===== src/rtl/tx_on_detection_mc_pkg.sv =====
// tx_on_detection_mc shared types: channel states,
// detection modes and RF transition directions.
package tx_on_det_pkg;

   typedef enum logic [1:0] {
      IDLE  = 2'd0,
      ARMED = 2'd1,
      RUN   = 2'd2,
      DRAIN = 2'd3
   } ch_state_e;

   localparam logic MODE_FIFO = 1'b0;
   localparam logic MODE_PHY  = 1'b1;

   localparam logic DIR_FALL = 1'b0;
   localparam logic DIR_RISE = 1'b1;

endpackage


===== src/rtl/tx_on_detection_mc_if.sv =====
// PHY-side inputs and BB/RF status outputs of the
// multi-channel TX activity detector.
interface tx_on_detection_mc_if #(
   parameter int N_CH = 2
);
   logic            phy_tx_started;
   logic            phy_tx_done;
   logic [N_CH-1:0] tx_iq_fifo_empty;
   logic [N_CH-1:0] tx_bb_ch_active;
   logic            tx_bb_is_ongoing;
   logic            pulse_tx_bb_start;
   logic            pulse_tx_bb_end;
   logic            tx_rf_is_ongoing;
   logic            tx_bb_timeout;

   modport master (
      output phy_tx_started, phy_tx_done, tx_iq_fifo_empty,
      input  tx_bb_ch_active, tx_bb_is_ongoing,
      input  pulse_tx_bb_start, pulse_tx_bb_end,
      input  tx_rf_is_ongoing, tx_bb_timeout
   );

   modport slave (
      input  phy_tx_started, phy_tx_done, tx_iq_fifo_empty,
      output tx_bb_ch_active, tx_bb_is_ongoing,
      output pulse_tx_bb_start, pulse_tx_bb_end,
      output tx_rf_is_ongoing, tx_bb_timeout
   );
endinterface


===== src/rtl/tx_on_detection_mc_ch.sv =====
// One TX IQ channel: activity FSM, FIFO-empty edge
// register and stuck-TX watchdog.
module tx_on_det_ch
   import tx_on_det_pkg::*;
#(
   parameter int TO_W = 20
) (
   input  logic            clk,
   input  logic            rst,
   input  logic            en_i,
   input  logic            mode_i,
   input  logic            started_i,
   input  logic            done_i,
   input  logic            empty_i,
   input  logic [TO_W-1:0] timeout_i,
   output logic            active_o,
   output logic            timeout_o
);
   localparam logic [1:0] S_IDLE  = IDLE;
   localparam logic [1:0] S_ARMED = ARMED;
   localparam logic [1:0] S_RUN   = RUN;
   localparam logic [1:0] S_DRAIN = DRAIN;

   logic [1:0]      state_q, state_d;
   logic            empty_q;
   logic [TO_W-1:0] cnt_q, cnt_d;
   logic            fall_e, rise_e, busy, only_done;

   assign fall_e    = empty_q & ~empty_i;
   assign rise_e    = ~empty_q & empty_i;
   assign busy      = state_q != S_IDLE;
   assign only_done = done_i & ~started_i;
   assign active_o  = (state_q == S_RUN) || (state_q == S_DRAIN);
   assign timeout_o = busy && (timeout_i != '0)
                      && (cnt_q == timeout_i - TO_W'(1));

   always_comb begin
      state_d = state_q;
      unique case (state_q)
         S_IDLE: begin
            if (started_i)
               state_d = (mode_i == MODE_PHY) ? S_RUN : S_ARMED;
         end
         S_ARMED: begin
            if (only_done)   state_d = S_IDLE;
            else if (fall_e) state_d = S_RUN;
         end
         S_RUN: begin
            if (only_done)
               state_d = (mode_i == MODE_PHY) ? S_IDLE : S_DRAIN;
         end
         S_DRAIN: begin
            if (started_i)   state_d = S_RUN;
            else if (rise_e) state_d = S_IDLE;
         end
      endcase
      if (timeout_o || !en_i) state_d = S_IDLE;
   end

   // count starts at 0 on the first non-IDLE cycle
   always_comb begin
      cnt_d = cnt_q;
      if (state_d == S_IDLE)
         cnt_d = '0;
      else if (busy && (cnt_q != '1))
         cnt_d = cnt_q + TO_W'(1);
   end

   always_ff @(posedge clk) begin
      if (rst) begin
         state_q <= S_IDLE;
         empty_q <= 1'b1;
         cnt_q   <= '0;
      end else begin
         state_q <= state_d;
         empty_q <= empty_i;
         cnt_q   <= cnt_d;
      end
   end
endmodule


===== src/rtl/tx_on_detection_mc.sv =====
// Multi-channel TX activity detector: aggregate BB
// flag with stretch and pulses, plus delayed RF flag.
module tx_on_detection_mc
   import tx_on_det_pkg::*;
#(
   parameter int N_CH        = 2,
   parameter int DLY_W       = 14,
   parameter int COUNT_SCALE = 100,
   parameter int EXT_CYC     = 4,
   parameter int TO_W        = 20
) (
   input logic             clk,
   input logic             rst,
   input logic [N_CH-1:0]  cfg_ch_en,
   input logic             cfg_mode,
   input logic [DLY_W-1:0] cfg_rise_delay,
   input logic [DLY_W-1:0] cfg_fall_delay,
   input logic [TO_W-1:0]  cfg_timeout,
   tx_on_detection_mc_if.slave bus
);
   localparam int TW = DLY_W + $clog2(COUNT_SCALE) + 1;

   logic [N_CH-1:0]    ch_act, ch_to;
   logic               bb_int, pls_start, pls_end;
   logic [EXT_CYC-1:0] bb_dly_q, bb_dly_d;
   logic [EXT_CYC:0]   bb_sh;
   logic [TW-1:0]      rise_sc_q, rise_sc_d, fall_sc_q, fall_sc_d;
   logic [TW-1:0]      tgt_q, tgt_d, cnt_q, cnt_d;
   logic               dir_q, dir_d, rf_q, rf_d;

   for (genvar g = 0; g < N_CH; g++) begin : g_ch
      tx_on_det_ch #(.TO_W(TO_W)) u_ch (
         .clk       (clk),
         .rst       (rst),
         .en_i      (cfg_ch_en[g]),
         .mode_i    (cfg_mode),
         .started_i (bus.phy_tx_started),
         .done_i    (bus.phy_tx_done),
         .empty_i   (bus.tx_iq_fifo_empty[g]),
         .timeout_i (cfg_timeout),
         .active_o  (ch_act[g]),
         .timeout_o (ch_to[g])
      );
   end

   assign bb_int    = |ch_act;
   assign bb_sh     = {bb_dly_q, bb_int};
   assign bb_dly_d  = bb_sh[EXT_CYC-1:0];
   assign pls_start = bb_int & ~bb_dly_q[0];
   assign pls_end   = ~bb_int & bb_dly_q[0];

   assign bus.tx_bb_ch_active   = ch_act;
   assign bus.tx_bb_is_ongoing  = bb_int | (|bb_dly_q);
   assign bus.pulse_tx_bb_start = pls_start;
   assign bus.pulse_tx_bb_end   = pls_end;
   assign bus.tx_rf_is_ongoing  = rf_q;
   assign bus.tx_bb_timeout     = |ch_to;

   // a new pulse retargets the counter, cancelling any pending edge
   always_comb begin
      rise_sc_d = TW'(cfg_rise_delay) * TW'(COUNT_SCALE);
      fall_sc_d = TW'(cfg_fall_delay) * TW'(COUNT_SCALE);
      tgt_d = tgt_q;
      cnt_d = cnt_q;
      dir_d = dir_q;
      rf_d  = rf_q;
      if (pls_start || pls_end) begin
         tgt_d = pls_start ? rise_sc_q : fall_sc_q;
         cnt_d = '0;
         dir_d = pls_start ? DIR_RISE : DIR_FALL;
      end else if (cnt_q != tgt_q + TW'(1)) begin
         cnt_d = cnt_q + TW'(1);
      end
      if (cnt_q == tgt_q) rf_d = dir_q;
   end

   always_ff @(posedge clk) begin
      if (rst) begin
         bb_dly_q  <= '0;
         rise_sc_q <= '0;
         fall_sc_q <= '0;
         tgt_q     <= '0;
         cnt_q     <= '0;
         dir_q     <= DIR_FALL;
         rf_q      <= 1'b0;
      end else begin
         bb_dly_q  <= bb_dly_d;
         rise_sc_q <= rise_sc_d;
         fall_sc_q <= fall_sc_d;
         tgt_q     <= tgt_d;
         cnt_q     <= cnt_d;
         dir_q     <= dir_d;
         rf_q      <= rf_d;
      end
   end
endmodule


===== src/flat_wrapper.sv =====
// flat-port wrapper written by rule: the top's interface ports become plain ports
module tx_on_detection_mc_flat import tx_on_det_pkg::*;
#(
   parameter int N_CH        = 2,
   parameter int DLY_W       = 14,
   parameter int COUNT_SCALE = 100,
   parameter int EXT_CYC     = 4,
   parameter int TO_W        = 20
)
  (clk, rst, cfg_ch_en, cfg_mode, cfg_rise_delay, cfg_fall_delay, cfg_timeout, bus_phy_tx_started, bus_phy_tx_done, bus_tx_iq_fifo_empty, bus_tx_bb_ch_active, bus_tx_bb_is_ongoing, bus_pulse_tx_bb_start, bus_pulse_tx_bb_end, bus_tx_rf_is_ongoing, bus_tx_bb_timeout);
  tx_on_detection_mc_if #(.N_CH(N_CH)) bus_i ();
  input logic clk;
  input logic rst;
  input logic [N_CH-1:0] cfg_ch_en;
  input logic cfg_mode;
  input logic [DLY_W-1:0] cfg_rise_delay;
  input logic [DLY_W-1:0] cfg_fall_delay;
  input logic [TO_W-1:0] cfg_timeout;
  input wire logic [$bits(bus_i.phy_tx_started)-1:0] bus_phy_tx_started;
  input wire logic [$bits(bus_i.phy_tx_done)-1:0] bus_phy_tx_done;
  input wire logic [$bits(bus_i.tx_iq_fifo_empty)-1:0] bus_tx_iq_fifo_empty;
  output wire logic [$bits(bus_i.tx_bb_ch_active)-1:0] bus_tx_bb_ch_active;
  output wire logic [$bits(bus_i.tx_bb_is_ongoing)-1:0] bus_tx_bb_is_ongoing;
  output wire logic [$bits(bus_i.pulse_tx_bb_start)-1:0] bus_pulse_tx_bb_start;
  output wire logic [$bits(bus_i.pulse_tx_bb_end)-1:0] bus_pulse_tx_bb_end;
  output wire logic [$bits(bus_i.tx_rf_is_ongoing)-1:0] bus_tx_rf_is_ongoing;
  output wire logic [$bits(bus_i.tx_bb_timeout)-1:0] bus_tx_bb_timeout;
  assign bus_i.phy_tx_started = bus_phy_tx_started;
  assign bus_i.phy_tx_done = bus_phy_tx_done;
  assign bus_i.tx_iq_fifo_empty = bus_tx_iq_fifo_empty;
  assign bus_tx_bb_ch_active = bus_i.tx_bb_ch_active;
  assign bus_tx_bb_is_ongoing = bus_i.tx_bb_is_ongoing;
  assign bus_pulse_tx_bb_start = bus_i.pulse_tx_bb_start;
  assign bus_pulse_tx_bb_end = bus_i.pulse_tx_bb_end;
  assign bus_tx_rf_is_ongoing = bus_i.tx_rf_is_ongoing;
  assign bus_tx_bb_timeout = bus_i.tx_bb_timeout;
  tx_on_detection_mc #(.N_CH(N_CH), .DLY_W(DLY_W), .COUNT_SCALE(COUNT_SCALE), .EXT_CYC(EXT_CYC), .TO_W(TO_W)) u_core (.clk(clk), .rst(rst), .cfg_ch_en(cfg_ch_en), .cfg_mode(cfg_mode), .cfg_rise_delay(cfg_rise_delay), .cfg_fall_delay(cfg_fall_delay), .cfg_timeout(cfg_timeout), .bus(bus_i));
endmodule

===== config.mk =====
export PLATFORM = sky130hd
export DESIGN_NAME = tx_on_detection_mc_flat
export DESIGN_NICKNAME = d
export VERILOG_FILES = /design/src/rtl/tx_on_detection_mc_pkg.sv /design/src/rtl/tx_on_detection_mc_if.sv /design/src/rtl/tx_on_detection_mc_ch.sv /design/src/rtl/tx_on_detection_mc.sv /design/src/flat_wrapper.sv
export SDC_FILE = /design/constraint.sdc
export NUM_CORES = 1
export LEC_CHECK = 0
export ABC_CLOCK_PERIOD_IN_PS = 6320
export BUFFER_PORTS_ARGS = -buffer_cell sky130_fd_sc_hd__buf_2
export CORE_MARGIN = 3
export CORE_UTILIZATION = 36
export CTS_BUF_LIST = sky130_fd_sc_hd__clkbuf_8
export CTS_CLUSTER_SIZE = 28
export DETAILED_ROUTE_END_ITERATION = 10
export GPL_TIMING_DRIVEN = 0
export PLACE_DENSITY = 0.62
export SLEW_MARGIN = 15
export SYNTH_ARGS = -nofsm -noshare
export SYNTH_HDL_FRONTEND = slang
export SYNTH_HIERARCHICAL = 1
export SYNTH_SLANG_ARGS = --single-unit

===== constraint.sdc =====
create_clock -name clk -period 6.32 [get_ports clk]
set_input_delay 0.316 -clock clk [delete_from_list [all_inputs] [get_ports clk]]
set_output_delay 0.316 -clock clk [all_outputs]
set_load 0.05 [all_outputs]

==> flow_metrics.py, run 1 <==
metrics = {
    "run_status": {
        "status": "completed",
    },
    "die": {
        "ios": 64,
        "die_x_um": 173,
        "die_area_mm2": 0.0299,
        "placementRows": 60,
        "start_util": 0.369,
        "die_h_um": 173,
        "core-area_mm2": 0.0272,
    },
    "detailed_routing": {
        "avgRoutedWirePerCell_um": 13.9,
        "finalWirelength_um": 22600,
        "num_vias": 8254,
        "drt_first_pass_iters": 4,
        "routed_via_density": 5.06,
        "drcViolationCount": 0,
        "drt_iter0_markers": 395,
        "ant_nets": 0,
    },
    "timing": {
        "fin_ws_ps": 2990,
        "tns_ps": 0,
        "rsz0062_at_grt": "false",
        "skew_ps": 20.1,
        "setup_viol": 0,
        "clock.fmax_ghz": 0.300,
        "worst_pin_slew_ps": 731,
        "hold_viol": 0,
        "holdWs_ps": 94.3,
        "period_minus_slack_ps": 3330,
        "slew_headroom": 0.513,
        "finalCritPeriodShare": 0.527,
        "finalMaxSlewViolations": 0,
    },
    "power": {
        "power_density_mw_per_mm2": 224,
        "p_leak_nw": 4.69,
        "ir_worst_vdd_v": 0.000148,
    },
    "layout": {
        "stdcell_area_mm2": 0.0112,
        "areaGrowthSynthToFinish_pct": 12.0,
        "nNetsFinal": 1424,
        "diodes": 0,
        "finalNonFillerCells": 1631,
        "fillers": 2785,
        "drive_gt1_frac": 0.125,
    },
    "critical_path": {
        "cp-endpoint": "bus_tx_bb_timeout",
        "critical_path.max_fanout": 9,
        "reg2reg_from": "u_core/g_ch[1].u_ch/state_q[1]$_SDFF_PP0_",
        "cpLargestDelayFamily": "simple AND/OR/NAND/NOR gates",
        "criticalPathCategory": "flop to output pin",
        "critPathBufInv": 2,
        "critPathArrivalTime_ps": 3010,
        "reg2reg_slack_ps": 3840,
        "reg2reg_depth": 8,
        "startpoint_type": "flop",
        "end_kind": "output pin",
        "r2r_end": "u_core/cnt_q[13]$_SDFFE_PP0P_",
        "cp.depth": 9,
        "crit_start": "u_core/g_ch[1].u_ch/state_q[0]$_SDFF_PP0_",
        "slowest_stage": "nor4_1",
        "worstPathRequired_ps": 6000,
        "cp_cell_sequence": "clkbuf_1, or2_2, nand3_1, nor4_1, nand4_1, nor4_1, and3_1, or2_2, buf_2",
        "critical-path-max-stage-delay_ps": 400,
    },
    "placement": {
        "post_dp_cell_area_mm2": 0.0108,
        "globalplace.congestion": 0.826,
        "dp.cells": 1599,
        "dp_slack_ps": 2960,
        "dp_hpwl_um": 18000,
        "port_buffers": 63,
    },
    "job": {
        "max-cap-violations": 0,
    },
    "clock_tree": {
        "post-cts-setup-buffers": 0,
        "clkTransAtPathRegs_ps": 100,
        "clockBufferDepth": 2,
        "h-tree-depth": 4,
        "cts_made_buffers": 17,
        "cts_resized": 0,
        "clock_sinks": 131,
        "clock_latency_ps": 450,
        "hold_buffers": 0,
        "cts_tree": "yes",
        "clock-root-buffer": "clkbuf_8",
    },
    "yosys": {
        "synth_top_family_by_area": "simple AND/OR/NAND/NOR gates",
        "synth_edf_count": 0,
        "synth.mux.area_fraction": 0.0282,
        "yosys.area_share.adder": 0.165,
        "synth.yosys.warnings": 6,
        "synth_compound_area_frac": 0.119,
        "synth_cell_types": 68,
        "synth_ff_type": "dfxtp_1",
        "synthCells": 1164,
        "syn_area_mm2": 0.0100,
        "syn_area_per_cell_um2": 8.60,
        "ys_seq_area_frac": 0.262,
        "synth-seq-cells": 131,
        "ys_async_sr_fraction": 0,
        "synthesis.nets": 1342,
        "synth_xor_area_frac": 0.113,
        "yosys.area_share.simple": 0.258,
    },
    "global_route": {
        "gr-total-overflow": 0,
        "grt_pass1_wl_um": 38600,
        "grt_pass1_vias": 7908,
        "antenna_found_initial": 0,
        "grt_start_max_net_pins": 19,
        "grt_usage": 0.153,
    },
    "worst_hold_path": {
        "hp-class": "input port to flop",
    },
}
==> layer usage <==
metal / up-vias / track usage / wire length [um]
met5: - / 0 / 0
met4: 0 / 0.0405 / 259
met2: 129 / 0.259 / 10700
li1: 4255 / - / -
met3: 18 / 0.0231 / 699
met1: 3852 / 0.204 / 10900
==> cell type report <==
class | instances | area (um^2) | share of cell area
multi-input cells | 906 | 6830 | 0.609
flip-flops and latches | 131 | 2620 | 0.234
well taps | 372 | 465 | 0.0415
inverters | 92 | 345 | 0.0308
repair buffers | 63 | 315 | 0.0281
clock buffers | 17 | 234 | 0.0209
plain buffers | 35 | 216 | 0.0193
clock inverters | 15 | 190 | 0.0169
==> worst min-delay path by stage <==
stage                               from  slack, ps                                       end  depth (start not counted)
2_1_floorplan                        rst        420    u_core/g_ch[0].u_ch/empty_q$_SDFF_PP1_                          1
3_3_place_gp   u_core/dir_q$_SDFFE_PP0P_        450  u_core/bus.tx_rf_is_ongoing$_SDFFE_PP0N_                          2
3_5_place_dp   u_core/dir_q$_SDFFE_PP0P_        460  u_core/bus.tx_rf_is_ongoing$_SDFFE_PP0N_                          2
4_1_cts          bus_tx_iq_fifo_empty[1]         60    u_core/g_ch[1].u_ch/empty_q$_SDFF_PP1_                          2
5_1_grt          bus_tx_iq_fifo_empty[0]         80    u_core/g_ch[0].u_ch/empty_q$_SDFF_PP1_                          2
6_report         bus_tx_iq_fifo_empty[1]         90    u_core/g_ch[1].u_ch/empty_q$_SDFF_PP1_                          2
==> registers in the layout (all words and copies together) (netlist names) <==
register	flops
u_core/fall_sc_q	19
u_core/g_ch.u_ch/state_q	4
u_core/tgt_q	19
u_core/cnt_q	22
u_core/bb_dly_q	4
u_core/g_ch.u_ch/cnt_q	40
u_core/rise_sc_q	19
u_core/dir_q	1
u_core/g_ch.u_ch/empty_q	2
u_core/bus.tx_rf_is_ongoing	1
==> where the power goes <==
part           internal, W  switching (W)
combinational     0.000342       0.000480
sequential        0.000904      0.0000434
clock             0.000337       0.000408
==> cell usage after synthesis, drive strengths merged, types with 7 or more instances <==
master,n,area share
nand2,50,0.019
nor4b,8,0.010
or4,15,0.012
o211ai,8,0.0060
a21o,17,0.013
nand4,26,0.016
xor2,60,0.052
ha,103,0.13
or3,15,0.010
a21oi,57,0.028
a31oi,7,0.0044
nand2b,18,0.011
or2,11,0.0069
dfxtp,131,0.26
nor3,32,0.019
fa,18,0.036
nor4,21,0.015
clkbuf,24,0.0090
o31ai,7,0.0052
nand3,38,0.021
a211oi,8,0.0060
nor2b,28,0.017
o21a,7,0.0052
o21ai,31,0.015
and3,17,0.011
nor3b,7,0.0052
mux2i,26,0.026
nor2,151,0.073
inv,92,0.034
xnor2,67,0.060
buf,11,0.013
==> placed cells by master, fill, tap and decap left out, types with 8 or more instances in the layout <==
cell      instances
nand2b_1         18
nand3_1          35
o21ai_0          24
nor2_1          128
nand4_1          26
clkbuf_8         17
fa_1             18
o211ai_1          8
buf_2            63
xnor2_1          65
mux2i_1          26
nor3_1           29
or4_1            13
a21oi_1          57
a21o_1           17
nor2b_1          28
ha_1            103
inv_1            92
nor2_4           21
dfxtp_1         131
nand2_1          50
a211oi_1          8
clkbuf_1         24
or2_2             9
or3_1            13
xor2_1           60
and3_1           17
nor4_1           18
==> through the flow <==
stage               power, W   util
detailed placement   0.00179  0.397
floorplan            0.00158      -
finish               0.00252  0.413
global route         0.00270  0.413
global placement     0.00178  0.397
CTS                  0.00255  0.413
==> cells by family (layout without fill, tap and decap cells) <==
kind of cell,Yosys count,in the layout
simple gates,451,451
buf+inv,127,222
flops,131,131
compound gates,179,179
mux,28,28
fa+ha+maj,121,121
xor+xnor,127,127
No activity file was read; power rests on OpenSTA's default activity.
==> run 2: changes to the inputs <==
ABC_AREA = 1   (was default)
ABC_CLOCK_PERIOD_IN_PS = 3400   (was 6320)
clock period = 3.4 ns   (was 6.32 ns; I/O delays follow)
==> flow_metrics.py, run 2 <==
metrics = {
    "yosys": {
        "synthCells": 1795,
        "synth_cell_types": 46,
        "synth_ff_type": "dfxtp_1",
        "synth_edf_count": 0,
        "synthesis.nets": 1973,
        "ys_async_sr_fraction": 0,
        "syn_area_per_cell_um2": 6.43,
        "syn_area_mm2": 0.0115,
        "synth_area_leader_cell": "dfxtp_1",
        "ys_seq_area_frac": 0.227,
        "synth-seq-cells": 131,
        "synth_top_area_frac": 0.227,
        "synth.yosys.warnings": 6,
        "synth.most_common_cell": "nand2_1",
        "synthTopCellsByCount": "nand2_1, inv_1, nor2_1",
        "synth_area_leaders": "dfxtp_1, nand2_1, ha_1, inv_1, nor2_1",
    },
    "clock_tree": {
        "clock_latency_ps": 450,
        "cts_tree": "yes",
        "cts_made_buffers": 17,
        "clock_sinks": 131,
        "clockBufferDepth": 2,
        "h-tree-depth": 4,
        "clock-root-buffer": "clkbuf_8",
        "clkTransAtPathRegs_ps": 90,
        "cts_resized": 0,
    },
    "die": {
        "die_x_um": 185,
        "core-area_mm2": 0.0311,
        "die_area_mm2": 0.0342,
        "die_h_um": 185,
        "placementRows": 64,
        "start_util": 0.371,
        "ios": 64,
    },
    "layout": {
        "regMostFlops": "u_core/g_ch.u_ch/cnt_q",
        "drive_gt1_frac": 0.112,
        "nNetsFinal": 2062,
        "multiInputGateArea_mm2": 0.00747,
        "final_common_cell": "nand2_1",
        "stdcell_area_mm2": 0.0128,
        "areaGrowthSynthToFinish_pct": 11.1,
        "largest_reg_flops": 40,
        "fin_util": 0.413,
        "regArea_mm2": 0.00262,
        "fillers": 3350,
        "top_regs": "u_core/g_ch.u_ch/cnt_q (40), u_core/cnt_q (22)",
        "final_cell_mix": "nand2_1, inv_1, nor2_1",
    },
    "critical_path": {
        "slowest_stage": "dlygate4sd3_1",
        "cpLargestDelayFamily": "adder cells",
        "crit_start": "cfg_rise_delay[2]",
        "worstPathRequired_ps": 3750,
        "reg2reg_from": "u_core/g_ch[1].u_ch/state_q[1]$_SDFF_PP0_",
        "cp_cell_sequence": "dlygate4sd3_1, buf_2, ha_1, ha_1, fa_1, ha_1, nand2_1, o21ai_0, nand2_1, nand2_1, nand2_1, nand3_1, nand2_1, nor2_1",
        "critPathBufInv": 2,
        "end_kind": "flop",
        "critical-path-max-stage-delay_ps": 540,
        "criticalPathCategory": "input port to flop",
        "critPathArrivalTime_ps": 3500,
        "critical_path.max_fanout": 5,
        "startpoint_type": "input port",
        "crit_top_cell": "nand2_1",
    },
    "placement": {
        "dp_hpwl_um": 23200,
        "post_dp_cell_area_mm2": 0.0123,
        "port_buffers": 63,
        "globalplace.congestion": 0.888,
    },
    "worst_hold_path": {
        "hp-class": "input port to flop",
        "worstHoldStart": "cfg_fall_delay[2]",
    },
    "power": {
        "power_density_mw_per_mm2": 377,
        "p_leak_nw": 6.32,
        "ir_worst_vdd_v": 0.000207,
    },
    "global_route": {
        "grt_start_max_net_pins": 17,
        "grt_usage": 0.170,
        "antenna_found_initial": 1,
        "gr-total-overflow": 0,
        "grt_pass1_wl_um": 48100,
        "grt_pass1_vias": 10000,
    },
    "detailed_routing": {
        "drcViolationCount": 0,
        "finalWirelength_um": 28900,
        "ant_nets": 0,
        "drt_first_pass_iters": 5,
        "avgRoutedWirePerCell_um": 12.6,
        "routed_via_density": 4.75,
        "num_vias": 10900,
        "drt_iter0_markers": 708,
    },
    "timing": {
        "skew_ps": 27.1,
        "period_minus_slack_ps": 3150,
        "setup_viol": 0,
        "clock.fmax_ghz": 0.318,
        "finalCritPeriodShare": 0.925,
        "rsz0062_at_grt": "false",
        "hold_viol": 0,
        "finalMaxSlewViolations": 0,
        "slew_headroom": 0.598,
        "tns_ps": 0,
        "worst_pin_slew_ps": 603,
    },
    "run_status": {
        "status": "completed",
    },
    "job": {
        "max-cap-violations": 0,
    },
}
-- run 2: cell types whose count changed after synthesis, moves of 18 or more --
cell	delta
nand2_1	+403
xnor2_1	-32
nand3_1	+37
inv_2	+19
inv_1	+193
nand2b_1	-18
o21ai_0	+43
nor2b_1	-28
mux2_2	+19
mux2i_1	-26
nor2_1	+149
nor2_4	-20
-- run 2: cell type report --
type | count | area share
buffer | 43 | 0.0232
tap | 396 | 0.0386
inverter | 305 | 0.0893
clock inverter | 15 | 0.0131
sequential | 131 | 0.205
antenna | 1 | 0.000195
multi-input combinational | 1316 | 0.583
clock buffer | 17 | 0.0182
timing repair buffer | 70 | 0.0301
-- run 2: timing repair --
action,4_1_cts,5_1_grt
hold buffers,7,0
hold endpoints to repair,9,0
setup buffers,0,0
-- run 2: per-layer routing --
| layer | part of all wire | vias to the layer above | global-route usage |
|---|---|---|---|
| met3 | 0.038 | 36 | 0.0255 |
| met2 | 0.45 | 215 | 0.278 |
| met4 | 0.017 | 0 | 0.0429 |
| met1 | 0.49 | 4869 | 0.236 |
| li1 | - | 5768 | - |
| met5 | 0 | - | 0 |
-- run 2: worst paths after layout --
kind	to	slack (ps)	cells past startpoint
worst max-delay path	u_core/rise_sc_q[20]$_SDFF_PP0_	250	14
worst min-delay path	u_core/fall_sc_q[4]$_SDFF_PP0_	30	3
worst max register to register	u_core/cnt_q[12]$_SDFFE_PP0P_	760	10
worst min register to register	u_core/bb_dly_q[3]$_SDFF_PP0_	420	2
-- run 2: per-stage QoR --
step	hold WS (ps)	power [W]	cells	setup slack, ps
floorplan	248	0.00304	1795	773
global placement	406	0.00346	2254	388
detailed placement	404	0.00349	2254	370
CTS	3.99	0.00488	2293	332
global route	4.41	0.00519	2294	119
finish	29.5	0.00483	2294	254
-- run 2: tightest hold or removal path, delay by kind of cell --
family        cells  cell delay (ps)
simple gates      1               80
buf+inv           2              180
-- run 2: logic make-up after synthesis --
group | after synthesis | share of synthesized area
simple gates | 928 | 0.347
xor+xnor | 83 | 0.0630
buf+inv | 348 | 0.125
compound gates | 165 | 0.0762
flops | 131 | 0.227
fa+ha+maj | 121 | 0.143
mux | 19 | 0.0185
-- run 2: power breakdown --
group	switching [W]	leakage [nW]	internal [W]
clock	0.000745	0.207	0.000615
combinational	0.00109	5.04	0.000620
sequential	0.0000701	1.07	0.00169
==> run 3: changes to the inputs <==
ABC_AREA = default   (was 1)
==> flow_metrics.py, run 3 (synthesized netlist as in run 1, its figures left out) <==
metrics = {
    "run_status": {
        "status": "completed",
    },
    "detailed_routing": {
        "drcViolationCount": 0,
        "routed_via_density": 5.06,
        "drt_first_pass_iters": 5,
        "drt_iter0_markers": 363,
        "num_vias": 8291,
        "ant_nets": 0,
        "finalWirelength_um": 22800,
        "avgRoutedWirePerCell_um": 13.9,
    },
    "clock_tree": {
        "h-tree-depth": 4,
        "cts_tree": "yes",
        "clock-root-buffer": "clkbuf_8",
        "clkTransAtPathRegs_ps": 90,
        "clockBufferDepth": 2,
        "clock_latency_ps": 450,
        "clock_sinks": 131,
        "cts_made_buffers": 17,
    },
    "die": {
        "die_x_um": 173,
        "start_util": 0.369,
        "placementRows": 60,
        "core-area_mm2": 0.0272,
        "ios": 64,
        "die_h_um": 173,
        "die_area_mm2": 0.0299,
    },
    "layout": {
        "areaGrowthSynthToFinish_pct": 13.1,
        "nNetsFinal": 1433,
        "final_common_cell": "dfxtp_1",
        "fillers": 2770,
        "top_regs": "u_core/g_ch.u_ch/cnt_q (40), u_core/cnt_q (22)",
        "regArea_mm2": 0.00262,
        "fin_util": 0.417,
        "diodes": 0,
        "regMostFlops": "u_core/g_ch.u_ch/cnt_q",
        "largest_reg_flops": 40,
        "drive_gt1_frac": 0.127,
        "multiInputGateArea_mm2": 0.00685,
        "final_cell_mix": "dfxtp_1, nor2_1, ha_1",
    },
    "worst_hold_path": {
        "hp-class": "input port to flop",
    },
    "critical_path": {
        "worstPathRequired_ps": 3720,
        "startpoint_type": "input port",
        "critPathArrivalTime_ps": 3560,
        "critical_path.max_fanout": 5,
        "end_kind": "flop",
        "criticalPathCategory": "input port to flop",
    },
    "global_route": {
        "gr-total-overflow": 0,
        "grt_usage": 0.154,
        "grt_pass1_vias": 7952,
        "grt_pass1_wl_um": 38700,
        "antenna_found_initial": 0,
        "grt_start_max_net_pins": 19,
    },
    "timing": {
        "tns_ps": 0,
        "slew_headroom": 0.513,
        "finalCritPeriodShare": 0.953,
        "clock.fmax_ghz": 0.309,
        "skew_ps": 20.1,
        "hold_viol": 0,
        "holdWs_ps": 83.6,
        "period_minus_slack_ps": 3240,
        "finalMaxSlewViolations": 0,
        "worst_pin_slew_ps": 730,
        "rsz0062_at_grt": "false",
        "setup_viol": 0,
    },
    "placement": {
        "port_buffers": 63,
        "globalplace.congestion": 0.826,
        "dp_hpwl_um": 18000,
    },
    "job": {
        "max-cap-violations": 0,
    },
    "power": {
        "ir_worst_vdd_v": 0.000275,
        "p_leak_nw": 4.73,
        "total_power_w": 0.00469,
        "power_density_mw_per_mm2": 415,
    },
}
[run 3: cell types whose count changed in the layout (fill, tap and decap cells not counted), moves of 32 or more]
cell | before | now
inv_1 | 285 | 92
nand2_1 | 453 | 50
o21ai_0 | 67 | 24
nor2_1 | 277 | 128
xnor2_1 | 33 | 65
nand3_1 | 72 | 35
[run 3: area by class of cell]
cell class / count / area share
clock buffers: 17 / 0.0207
well taps: 372 / 0.0411
repair buffers: 72 / 0.0358
inverters: 92 / 0.0305
plain buffers: 35 / 0.0191
clock inverters: 15 / 0.0168
multi-input cells: 906 / 0.605
flip-flops and latches: 131 / 0.232
[run 3: repair_timing]
item / in CTS / in global routing
hold buffers: 9 / 0
hold endpoints to repair: 9 / 0
gates resized for setup: 0 / 3
buffers inserted: 0 / 0
setup endpoints to repair: 0 / 3
[run 3: routing by layer]
metal	up-vias	track usage	wire length (um)
met5	-	0	0
met4	0	0.0405	259
met3	18	0.0231	616
met2	121	0.261	10800
met1	3885	0.204	11100
li1	4267	-	-
[run 3: path summary, 6_finish.rpt]
kind	startpoint	end	slack, ps	depth (start not counted)
worst max-delay path	cfg_fall_delay[2]	u_core/fall_sc_q[19]$_SDFF_PP0_	160	12
worst min-delay path	cfg_rise_delay[3]	u_core/rise_sc_q[5]$_SDFF_PP0_	80	3
worst max register to register	u_core/g_ch[1].u_ch/state_q[1]$_SDFF_PP0_	u_core/cnt_q[13]$_SDFFE_PP0P_	900	8
worst min register to register	u_core/dir_q$_SDFFE_PP0P_	u_core/bus.tx_rf_is_ongoing$_SDFFE_PP0N_	460	2
[run 3: critical path: stages]
cell,delay (ps)
dlygate4sd3_1,530
buf_2,140
ha_1,290
ha_1,320
fa_1,520
ha_2,310
o21a_1,200
a211o_1,330
and2_1,170
a311oi_1,310
xor2_1,230
nor2_1,60
[run 3: stage by stage]
step / setup slack [ps] / instance area [um^2] / instances
5_1_grt: 9.13 / 11300 / 1640
3_5_place_dp: 191 / 10800 / 1599
3_3_place_gp: 167 / 10800 / 1599
4_1_cts: 134 / 11300 / 1640
6_report: 160 / 11300 / 1640
2_1_floorplan: 572 / 10000 / 1164
[run 3: report_power, final]
part	switching [W]	leakage [nW]	total, W	internal (W)
sequential	0.0000809	1.07	0.00176	0.00168
combinational	0.000901	3.45	0.00155	0.000648
clock	0.000758	0.212	0.00138	0.000627
